<file path="config.mk">
export PLATFORM = sky130hd
export DESIGN_NAME = axi_wr_arbiter
export DESIGN_NICKNAME = d
export VERILOG_FILES = /design/src/rtl/axi_wr_arb_pkg.sv /design/src/rtl/wr_rr_picker.sv /design/src/rtl/axi_wr_arbiter.sv
export SDC_FILE = /design/constraint.sdc
export NUM_CORES = 1
export LEC_CHECK = 0
export ABC_CLOCK_PERIOD_IN_PS = 3520
export CORE_AREA = 4 4 145 147
export CTS_CLUSTER_DIAMETER = 40
export DETAILED_ROUTE_END_ITERATION = 7
export DIE_AREA = 0 0 149 151
export PLACE_DENSITY = 0.66
export SETUP_SLACK_MARGIN = 0.15
export SYNTH_ARGS = -nofsm -noshare
export SYNTH_HDL_FRONTEND = slang
export SYNTH_SLANG_ARGS = --single-unit
</file>
<file path="constraint.sdc">
create_clock -name clk -period 3.52 [get_ports clk]
set_clock_uncertainty 0.1 [all_clocks]
set_input_delay 0.352 -clock clk [delete_from_list [all_inputs] [get_ports clk]]
set_output_delay 0.352 -clock clk [all_outputs]
set_load 0.01 [all_outputs]
</file>
<file path="src/rtl/axi_wr_arb_pkg.sv">
// Shared types and constants for the two-client AXI write-path arbiter.
package axi_wr_arb_pkg;

   localparam int NREQ = 2;

   typedef enum logic [1:0] {
      IDLE = 2'd0,
      ADDR = 2'd1,
      DATA = 2'd2,
      RESP = 2'd3
   } state_e;

   localparam logic [1:0] BURST_FIXED = 2'd0;
   localparam logic [1:0] BURST_INCR  = 2'd1;
   localparam logic [1:0] BURST_WRAP  = 2'd2;

   localparam logic [1:0] RESP_OKAY   = 2'd0;
   localparam logic [1:0] RESP_EXOKAY = 2'd1;
   localparam logic [1:0] RESP_SLVERR = 2'd2;
   localparam logic [1:0] RESP_DECERR = 2'd3;

endpackage

</file>
<file path="src/rtl/wr_rr_picker.sv">
// Combinational 2-way round-robin choice: on a tie the client that did not win last time is picked.
module wr_rr_picker
   import axi_wr_arb_pkg::*;
(
   input  logic [NREQ-1:0] req_valid,
   input  logic            rr_last,
   output logic            gnt_valid,
   output logic            gnt_id
);

   always_comb begin
      gnt_valid = |req_valid;
      if (&req_valid) gnt_id = ~rr_last;
      else            gnt_id = req_valid[1];
   end

endmodule

</file>
<file path="src/rtl/axi_wr_arbiter.sv">
// Schedules one burst at a time from two clients onto the master-side AXI write channels
// (AW, then W with counter-generated WLAST, then B routed back to the granted client).
module axi_wr_arbiter
   import axi_wr_arb_pkg::*;
#(
   parameter int AW = 32,
   parameter int DW = 64
) (
   input  logic                 clk,
   input  logic                 resetn,
   input  logic [NREQ-1:0]      req_valid,
   input  logic [NREQ*AW-1:0]   req_addr,
   input  logic [NREQ*8-1:0]    req_len,
   input  logic [NREQ*3-1:0]    req_size,
   input  logic [NREQ*2-1:0]    req_burst,
   output logic [NREQ-1:0]      req_ready,
   input  logic [NREQ*DW-1:0]   req_wdata,
   input  logic [NREQ*DW/8-1:0] req_wstrb,
   input  logic [NREQ-1:0]      req_wvalid,
   output logic [NREQ-1:0]      req_wready,
   output logic [NREQ-1:0]      req_bvalid,
   output logic [1:0]           req_bresp,
   output logic [AW-1:0]        m_awaddr,
   output logic [7:0]           m_awlen,
   output logic [2:0]           m_awsize,
   output logic [1:0]           m_awburst,
   output logic                 m_awvalid,
   input  logic                 m_awready,
   output logic [DW-1:0]        m_wdata,
   output logic [DW/8-1:0]      m_wstrb,
   output logic                 m_wlast,
   output logic                 m_wvalid,
   input  logic                 m_wready,
   input  logic [1:0]           m_bresp,
   input  logic                 m_bvalid,
   output logic                 m_bready,
   output logic                 grant_id,
   output logic                 busy
);

   state_e          state, state_nxt;
   logic            rr_last;
   logic [7:0]      cnt;
   logic            gnt_valid, gnt_id;
   logic            w_hs;

   logic [AW-1:0]   c_addr  [NREQ];
   logic [7:0]      c_len   [NREQ];
   logic [2:0]      c_size  [NREQ];
   logic [1:0]      c_burst [NREQ];
   logic [DW-1:0]   c_wdata [NREQ];
   logic [DW/8-1:0] c_wstrb [NREQ];

   always_comb begin
      for (int i = 0; i < NREQ; i++) begin
         c_addr[i]  = req_addr[i*AW +: AW];
         c_len[i]   = req_len[i*8 +: 8];
         c_size[i]  = req_size[i*3 +: 3];
         c_burst[i] = req_burst[i*2 +: 2];
         c_wdata[i] = req_wdata[i*DW +: DW];
         c_wstrb[i] = req_wstrb[i*(DW/8) +: DW/8];
      end
   end

   wr_rr_picker u_picker (
      .req_valid (req_valid),
      .rr_last   (rr_last),
      .gnt_valid (gnt_valid),
      .gnt_id    (gnt_id)
   );

   assign w_hs = m_wvalid && m_wready;

   always_ff @(posedge clk or negedge resetn) begin
      if (!resetn) state <= IDLE;
      else         state <= state_nxt;
   end

   always_comb begin
      state_nxt = state;
      unique case (state)
         IDLE: if (gnt_valid)         state_nxt = ADDR;
         ADDR: if (m_awready)         state_nxt = DATA;
         DATA: if (w_hs && m_wlast)   state_nxt = RESP;
         RESP: if (m_bvalid)          state_nxt = IDLE;
         default:                     state_nxt = IDLE;
      endcase
   end

   // NOTE: registered state uses <= so every flop samples pre-edge values regardless of statement order.
   always_ff @(posedge clk or negedge resetn) begin
      if (!resetn) begin
         rr_last    <= 1'b1;
         grant_id   <= 1'b0;
         cnt        <= '0;
         m_awaddr   <= '0;
         m_awlen    <= '0;
         m_awsize   <= '0;
         m_awburst  <= '0;
         req_ready  <= '0;
         req_bvalid <= '0;
         req_bresp  <= '0;
      end else begin
         req_ready  <= '0;
         req_bvalid <= '0;
         req_bresp  <= '0;
         if (state == IDLE && gnt_valid) begin
            grant_id  <= gnt_id;
            rr_last   <= gnt_id;
            m_awaddr  <= c_addr[gnt_id];
            m_awlen   <= c_len[gnt_id];
            m_awsize  <= c_size[gnt_id];
            m_awburst <= c_burst[gnt_id];
            req_ready <= NREQ'(1) << gnt_id;
         end
         if (state == ADDR && m_awready) cnt <= '0;
         else if (w_hs)                  cnt <= cnt + 8'd1;
         if (state == RESP && m_bvalid) begin
            req_bvalid <= NREQ'(1) << grant_id;
            req_bresp  <= m_bresp;
         end
      end
   end

   // NOTE: every output gets a default before the case so no path leaves one unassigned (no latches).
   always_comb begin
      m_awvalid  = 1'b0;
      m_wvalid   = 1'b0;
      m_wdata    = '0;
      m_wstrb    = '0;
      m_wlast    = 1'b0;
      m_bready   = 1'b0;
      req_wready = '0;
      busy       = (state != IDLE);
      unique case (state)
         ADDR: m_awvalid = 1'b1;
         DATA: begin
            m_wvalid             = req_wvalid[grant_id];
            m_wdata              = c_wdata[grant_id];
            m_wstrb              = c_wstrb[grant_id];
            m_wlast              = (cnt == m_awlen);
            req_wready[grant_id] = m_wready;
         end
         RESP: m_bready = 1'b1;
         default: ;
      endcase
   end

endmodule
</file>
# Yosys cells after proc, flatten, opt, wreduce, memory -nomap -nowiden
# Cells that the tools add are included.
# classes
bitwise,4
eq_ne,8
order_cmp,4
mux,40
reduce_logical,12
addsub,1
shifts,2
# op_table
operator,count
2-to-1 mux 64 bit,4
2-to-1 mux 32 bit,3
2-to-1 mux 8 bit,9
2-to-1 mux 2 bit,11
2-to-1 mux 3 bit,3
adder 8 x 1 -> 8 bit (second input constant),1
equality test 8 bit,1
2-to-1 mux 1 bit,8
inequality test 2 bit (second input constant),4
one-hot mux 2 bit (4 select lines),1
logical AND 1 bit,6
equality test 2 bit (second input constant),2
>= comparator 2 bit (second input constant),2
inverter 1 -> 2 bit,2
AND reduction 4 bit,1
nonzero test 2 bit,2
<< shifter 1 x 1 -> 2 bit (first input constant),2
AND 2 bit,1
equality test 2 x 1 -> 1 bit (second input constant),1
zero test 2 bit,1
< comparator 1 x 2 -> 1 bit (second input constant),1
AND reduction 2 bit,1
OR reduction 2 bit,1
demux 1 bit (select 1 bit),1
2 further kinds,2
# word_totals
ff_bits,63
input_bits,245
output_inout_bits,131
elab_cells,82

# Longest topological paths before layout
# logic_depth
depth_word,7
depth_mapped,8

# By module
# From an unflattened synthesis, not the netlist that was laid out.
# hier_totals
cells_unflattened,450
area_unflattened_um2,4257.8
# modules_own_cells
mod,cells_each,seq_area_each_um2,area_each_um2,n_inst
axi_wr_arbiter,448,1577.8,4244.1,1
wr_rr_picker,2,0.0,13.8,1

# Worst setup path before layout
# OpenSTA, ideal clock, no wires.
# synth_path
path_kind,reg-to-reg
start,reg state[0]
end,reg state[1]
slack_ns,1.652
required_ns,3.292
synth_period_minus_slack_ns,1.868
arrival_time_ns,1.640
path_stages_with_launch,8
setup_ns,0.128
path_cell_list,dfrtp_1 -> inv_1 -> ha_1 -> nand2_1 -> nor2_4 -> nand3_1 -> a21oi_1 -> mux2_1
# synth_via
elab_chain_len,6
elab_cells_between_ends,14
cone_classes,eq/ne (7); mux (3); reduce/logical (4)
# synth_rtl
element,line_no,text
"start, declared",axi_wr_arbiter.sv:41,"state_e state, state_nxt;"
"start signal, assigned",axi_wr_arbiter.sv:76,else state <= state_nxt;
equality test 2 bit,"axi_wr_arbiter.sv:81, axi_wr_arbiter.sv:135",
2-to-1 mux 1 bit,axi_wr_arbiter.sv:135,unique case (state)
logical AND 1 bit,axi_wr_arbiter.sv:72,assign w_hs = m_wvalid && m_wready;
logical AND 1 bit,axi_wr_arbiter.sv:84,DATA: if (w_hs && m_wlast) state_nxt = RESP;
inequality test 2 bit (no line),--,
AND reduction 4 bit (no line),--,
# Several ways; a longest one is shown, not always the timed one.
# A chain may end at the register's enable or synchronous reset.

# Worst setup path after layout
# layout_path
start,reg state[0]
end,out req_wready[0]
# layout_via
elab_chain_len,2
# layout_rtl
element,line_no,text
equality test 2 bit,axi_wr_arbiter.sv:135,
2-to-1 mux 2 bit,axi_wr_arbiter.sv:135,
"end, declared",axi_wr_arbiter.sv:20,"output logic [NREQ-1:0] req_wready,"
# No other way between the ends.

==> impl_table.tex <==
\begin{tabular}{lr}
\hline
Metric & Value \\
\hline
\multicolumn{2}{l}{\textbf{STA}} \\
\quad Slew of the pin with the lowest slew margin & 0.704 ns \\
\quad Total of endpoints with negative setup slack in the final report & 0 \\
\quad Slew headroom & around 53\% \\
\quad Slack of the critical path & approximately 0.61 ns \\
\quad Crit share post-route & between 80\% and 90\% \\
\quad Final hold slack & between 0.4 and 0.5 ns \\
\quad TNS Setup & 0 ns \\
\quad Final number of hold-violating endpoints & 0 \\
\quad Final critical path time including I/O delays and setup & 2.91 ns \\
\quad Top achievable clock speed & 0.344 GHz \\
\quad RSZ-0062 raised after global routing & no \\
\quad Final Max Tran Viols & 0 \\
\multicolumn{2}{l}{\textbf{Setup path}} \\
\quad Source of the worst register-to-register timing path & state[0] \\
\quad Reg2reg path depth & 7 \\
\quad Max stage delay cell, worst path & sky130\_fd\_sc\_hd\_\_clkdlybuf4s50\_1 \\
\quad Slowest stage delay, CP & 0.62 ns \\
\quad Critical Path Start Type & flip-flop \\
\quad Type of destination of the critical path & output pin \\
\quad R2R Path End & state[1] \\
\quad Critical setup path kind & flip-flop to output pin \\
\quad Worst path cell trace & inv\_1, ha\_2, nand2\_1, nor2\_1, clkdlybuf4s50\_1 \\
\quad Largest fanout on the critical path & 19 \\
\quad Internal reg-to-reg setup slack & between 1 and 1.5 ns \\
\quad WP data arrival & approximately 2.5 ns \\
\quad Endpoint required time on the critical path & 3.07 ns \\
\multicolumn{2}{l}{\textbf{GRT}} \\
\quad Overall Global Routing Usage & 17.1\% \\
\quad First-pass GRT wire length & about 29,000 um \\
\quad Total congestion overflow & 0 \\
\quad Maximum number of pins on one net before global-route repair & around 60 \\
\quad Number of global-route vias before repair & 4,622 \\
\quad Number of antenna violations at the first check in global routing & 3 \\
\multicolumn{2}{l}{\textbf{Synth}} \\
\quad Syn. warnings & 0 \\
\quad Average footprint of a synthesized cell & slightly below 10 um\^{}2 \\
\quad Count of different cell masters after synthesis & 29 \\
\quad Proportion of synthesized chip area in sequential cells & 39.4\% \\
\quad Number of nets produced by synthesis & roughly 660 \\
\quad Netlist area before placement & roughly 4000 um\^{}2 \\
\quad Count of mapped cells out of synthesis & 405 \\
\quad Register bit count reported by yosys & 63 \\
\multicolumn{2}{l}{\textbf{Place}} \\
\quad Area after detailed placement & roughly 8100 um\^{}2 \\
\quad HPWL Detailed & $\sim$17,000 um \\
\quad Final Wtd Congestion & 0.809 \\
\quad Setup slack after placement & 0.827 ns \\
\quad Port-buffer cells & 375 \\
\multicolumn{2}{l}{\textbf{Clock tree}} \\
\quad Number of CTS-inserted buffers & 9 \\
\quad Num Clock Sinks & 63 \\
\quad Clock tree from TritonCTS & yes \\
\quad CTS max path bufs & 2 \\
\quad Level count of the clock H-tree & 3 \\
\quad Root buf cell & sky130\_fd\_sc\_hd\_\_clkbuf\_16 \\
\quad Number of gates given a new drive strength after cts & 0 \\
\quad Clock transition at the registers of the reported paths & about 0.060 ns \\
\quad Worst-Skew Late Latency & around 0.34 ns \\
\multicolumn{2}{l}{\textbf{Detailed routing}} \\
\quad Drt first-iter violations & 276 \\
\quad Total wire length & between 20,000 and 25,000 um \\
\quad Vias post-DR & 4,608 \\
\quad Count of nets left with antenna violations after detail routing & 0 \\
\quad Average routed wire per standard cell & between 15 and 20 um \\
\quad DRC violations left & 0 \\
\quad First-pass detailed-route iteration total & 7 \\
\quad Post-DR vias/cell & about 4.4 \\
\multicolumn{2}{l}{\textbf{Die}} \\
\quad Vert. Die Dim & between 150 and 200 um \\
\quad Die outline area & between 20,000 and 25,000 um\^{}2 \\
\quad Initial core utilization & 20.1\% \\
\quad Count of standard-cell rows & 52 \\
\quad Total core area & between 15,000 and 20,000 um\^{}2 \\
\quad Number of I/O pins & 376 \\
\quad Chip Width & between 100 and 150 um \\
\multicolumn{2}{l}{\textbf{Pwr}} \\
\quad Share of power burned in the clock network & approximately 15\% \\
\quad Switching part of the total power & a little under two fifths \\
\quad Net load switching power & 2200 uW \\
\quad Internal power consumption & between 3000 and 4000 uW \\
\quad Max VDD drop & between 0.3 and 0.4 mV \\
\quad Sequential share of power & between 20\% and 30\% \\
\quad Lkg Pwr & 0.00360 uW \\
\quad Fraction of power consumed by combinational cells & 61.1\% \\
\quad Pwr per Cell Area & approximately 680 nW/um\^{}2 \\
\multicolumn{2}{l}{\textbf{Finish}} \\
\quad Number of nets in the finished design & just over 1k \\
\quad Core utilization of the finished layout & between 40\% and 50\% \\
\quad Post-route design area & about 8400 um\^{}2 \\
\quad Growth of design area from synthesis to finish & 109\% \\
\quad Layout cells sized above 1 & under 10\% \\
\quad Antenna diode count & 0 \\
\quad Most frequent cells in the layout & 374 x sky130\_fd\_sc\_hd\_\_clkdlybuf4s50\_1, 73 x sky130\_fd\_sc\_hd\_\_mux2i\_1, 73 x sky130\_fd\_sc\_hd\_\_nor2b\_1 \\
\quad Most common cell after layout, fill and taps aside & sky130\_fd\_sc\_hd\_\_clkdlybuf4s50\_1 \\
\multicolumn{2}{l}{\textbf{Hold path}} \\
\quad WHS Path Cells & 2 \\
\quad Capture endpoint of the worst hold path & m\_awaddr[29] \\
\quad Worst min path class & flip-flop to flip-flop \\
\quad Hold Path Origin & m\_awaddr[29] \\
\multicolumn{2}{l}{\textbf{Flow run}} \\
\quad Number of max-cap violations & 0 \\
\multicolumn{2}{l}{\textbf{Run status}} \\
\quad Outcome & completed \\
\hline
\end{tabular}
[worst max path at each step]
stage               startpoint             to  slack (ns)  depth (start not counted)
finish                state[0]  req_wready[0]        0.61                          5
global placement      state[0]  req_wready[0]        0.85                          5
detailed placement    state[0]  req_wready[0]        0.83                          5
global route          state[0]  req_wready[0]        0.39                          5
CTS                   state[0]  req_wready[0]        0.46                          5
floorplan             state[0]       state[1]        1.65                          7
[stage by stage]
step                      cells  total power [uW]
after floorplan             405              2970
after global placement     1027              4880
final                      1044              5720
after CTS                  1044              5820
after global routing       1044              6110
after detailed placement   1027              4900
[cell families (layout without fill, tap and decap cells)]
family	Yosys count	count (layout)	synth area share (%)
DFF	63	63	39.4
adders and majority gates	6	6	1.87
muxes	74	74	18.5
buffers and inverters	82	451	8.02
xor gates and xnor gates	14	14	3.06
and+or+nand+nor	109	109	16.1
AOI/OAI and AO/OA	57	57	13.1
[worst max-delay path, delay by kind of cell, from the launching register on]
kind	cells	cell delay, ns
adder cells (fa/ha/maj)	1	0.45
buffers and inverters	2	0.74
AND/OR/NAND/NOR	2	0.52
flip-flops	1	0.41
[registers in the layout (all words and copies together), names as in the netlist]
signal      flops
m_awlen         8
m_awaddr       32
rr_last         1
req_ready       2
m_awburst       2
cnt             8
grant_id        1
req_bresp       2
state           2
req_bvalid      2
m_awsize        3
[routing by layer]
metal / up-vias / part of all wire [%] / global-route usage [%]
met3: 19 / 11 / 7.09
met5: - / 0.13 / 0
li1: 2175 / - / -
met1: 2158 / 39 / 20.3
met2: 252 / 49 / 29.0
met4: 4 / 1.1 / 3.94
[power by group through the flow]
stage,registers (uW),clock network [uW],logic [uW]
2_1_floorplan,1330,0,1640
3_3_place_gp,1350,0,3530
3_5_place_dp,1350,0,3550
4_1_cts,1350,919,3560
5_1_grt,1380,948,3780
6_report,1340,884,3500
[cell type report]
class,instances,area (um^2)
clock buffers,9,225
clock inverters,7,62.6
fillers,1997,11500
inverters,49,184
multi-input cells,260,2150
flip-flops and latches,63,1580
well taps,270,338
repair buffers,386,3860
[cell usage after synthesis]
master	count	area, um^2
sky130_fd_sc_hd__mux2_1	1	11.3
sky130_fd_sc_hd__a21oi_1	5	25.0
sky130_fd_sc_hd__dfrtp_1	62	1550
sky130_fd_sc_hd__nand3_1	3	15.0
sky130_fd_sc_hd__and3_1	5	31.3
sky130_fd_sc_hd__o311ai_1	1	8.76
sky130_fd_sc_hd__ha_1	6	75.1
sky130_fd_sc_hd__nand4_1	4	25.0
sky130_fd_sc_hd__nor2_1	9	33.8
sky130_fd_sc_hd__dfstp_2	1	26.3
sky130_fd_sc_hd__nor2_4	1	11.3
sky130_fd_sc_hd__mux2i_1	73	731
sky130_fd_sc_hd__xor2_1	13	114
sky130_fd_sc_hd__inv_1	49	184
sky130_fd_sc_hd__clkbuf_1	20	75.1
sky130_fd_sc_hd__buf_1	2	7.51
sky130_fd_sc_hd__and4_1	1	8.76
sky130_fd_sc_hd__buf_2	11	55.1
sky130_fd_sc_hd__a21o_1	2	15.0
sky130_fd_sc_hd__nand2_1	7	26.3
sky130_fd_sc_hd__xnor2_1	1	8.76
sky130_fd_sc_hd__and2_1	1	6.26
sky130_fd_sc_hd__nor4_1	2	12.5
sky130_fd_sc_hd__o32a_1	1	10.0
sky130_fd_sc_hd__nand2b_1	2	12.5
sky130_fd_sc_hd__a222oi_1	45	450
sky130_fd_sc_hd__nor2b_1	73	457
sky130_fd_sc_hd__o21ai_0	3	15.0
sky130_fd_sc_hd__or3_1	1	6.26
[repair_timing]
item | CTS | global route
setup buffers | 0 | 0
endpoints found under the hold margin | 21 | 0
hold buffers | 1 | 0
Power figures use the tool's default switching activity.
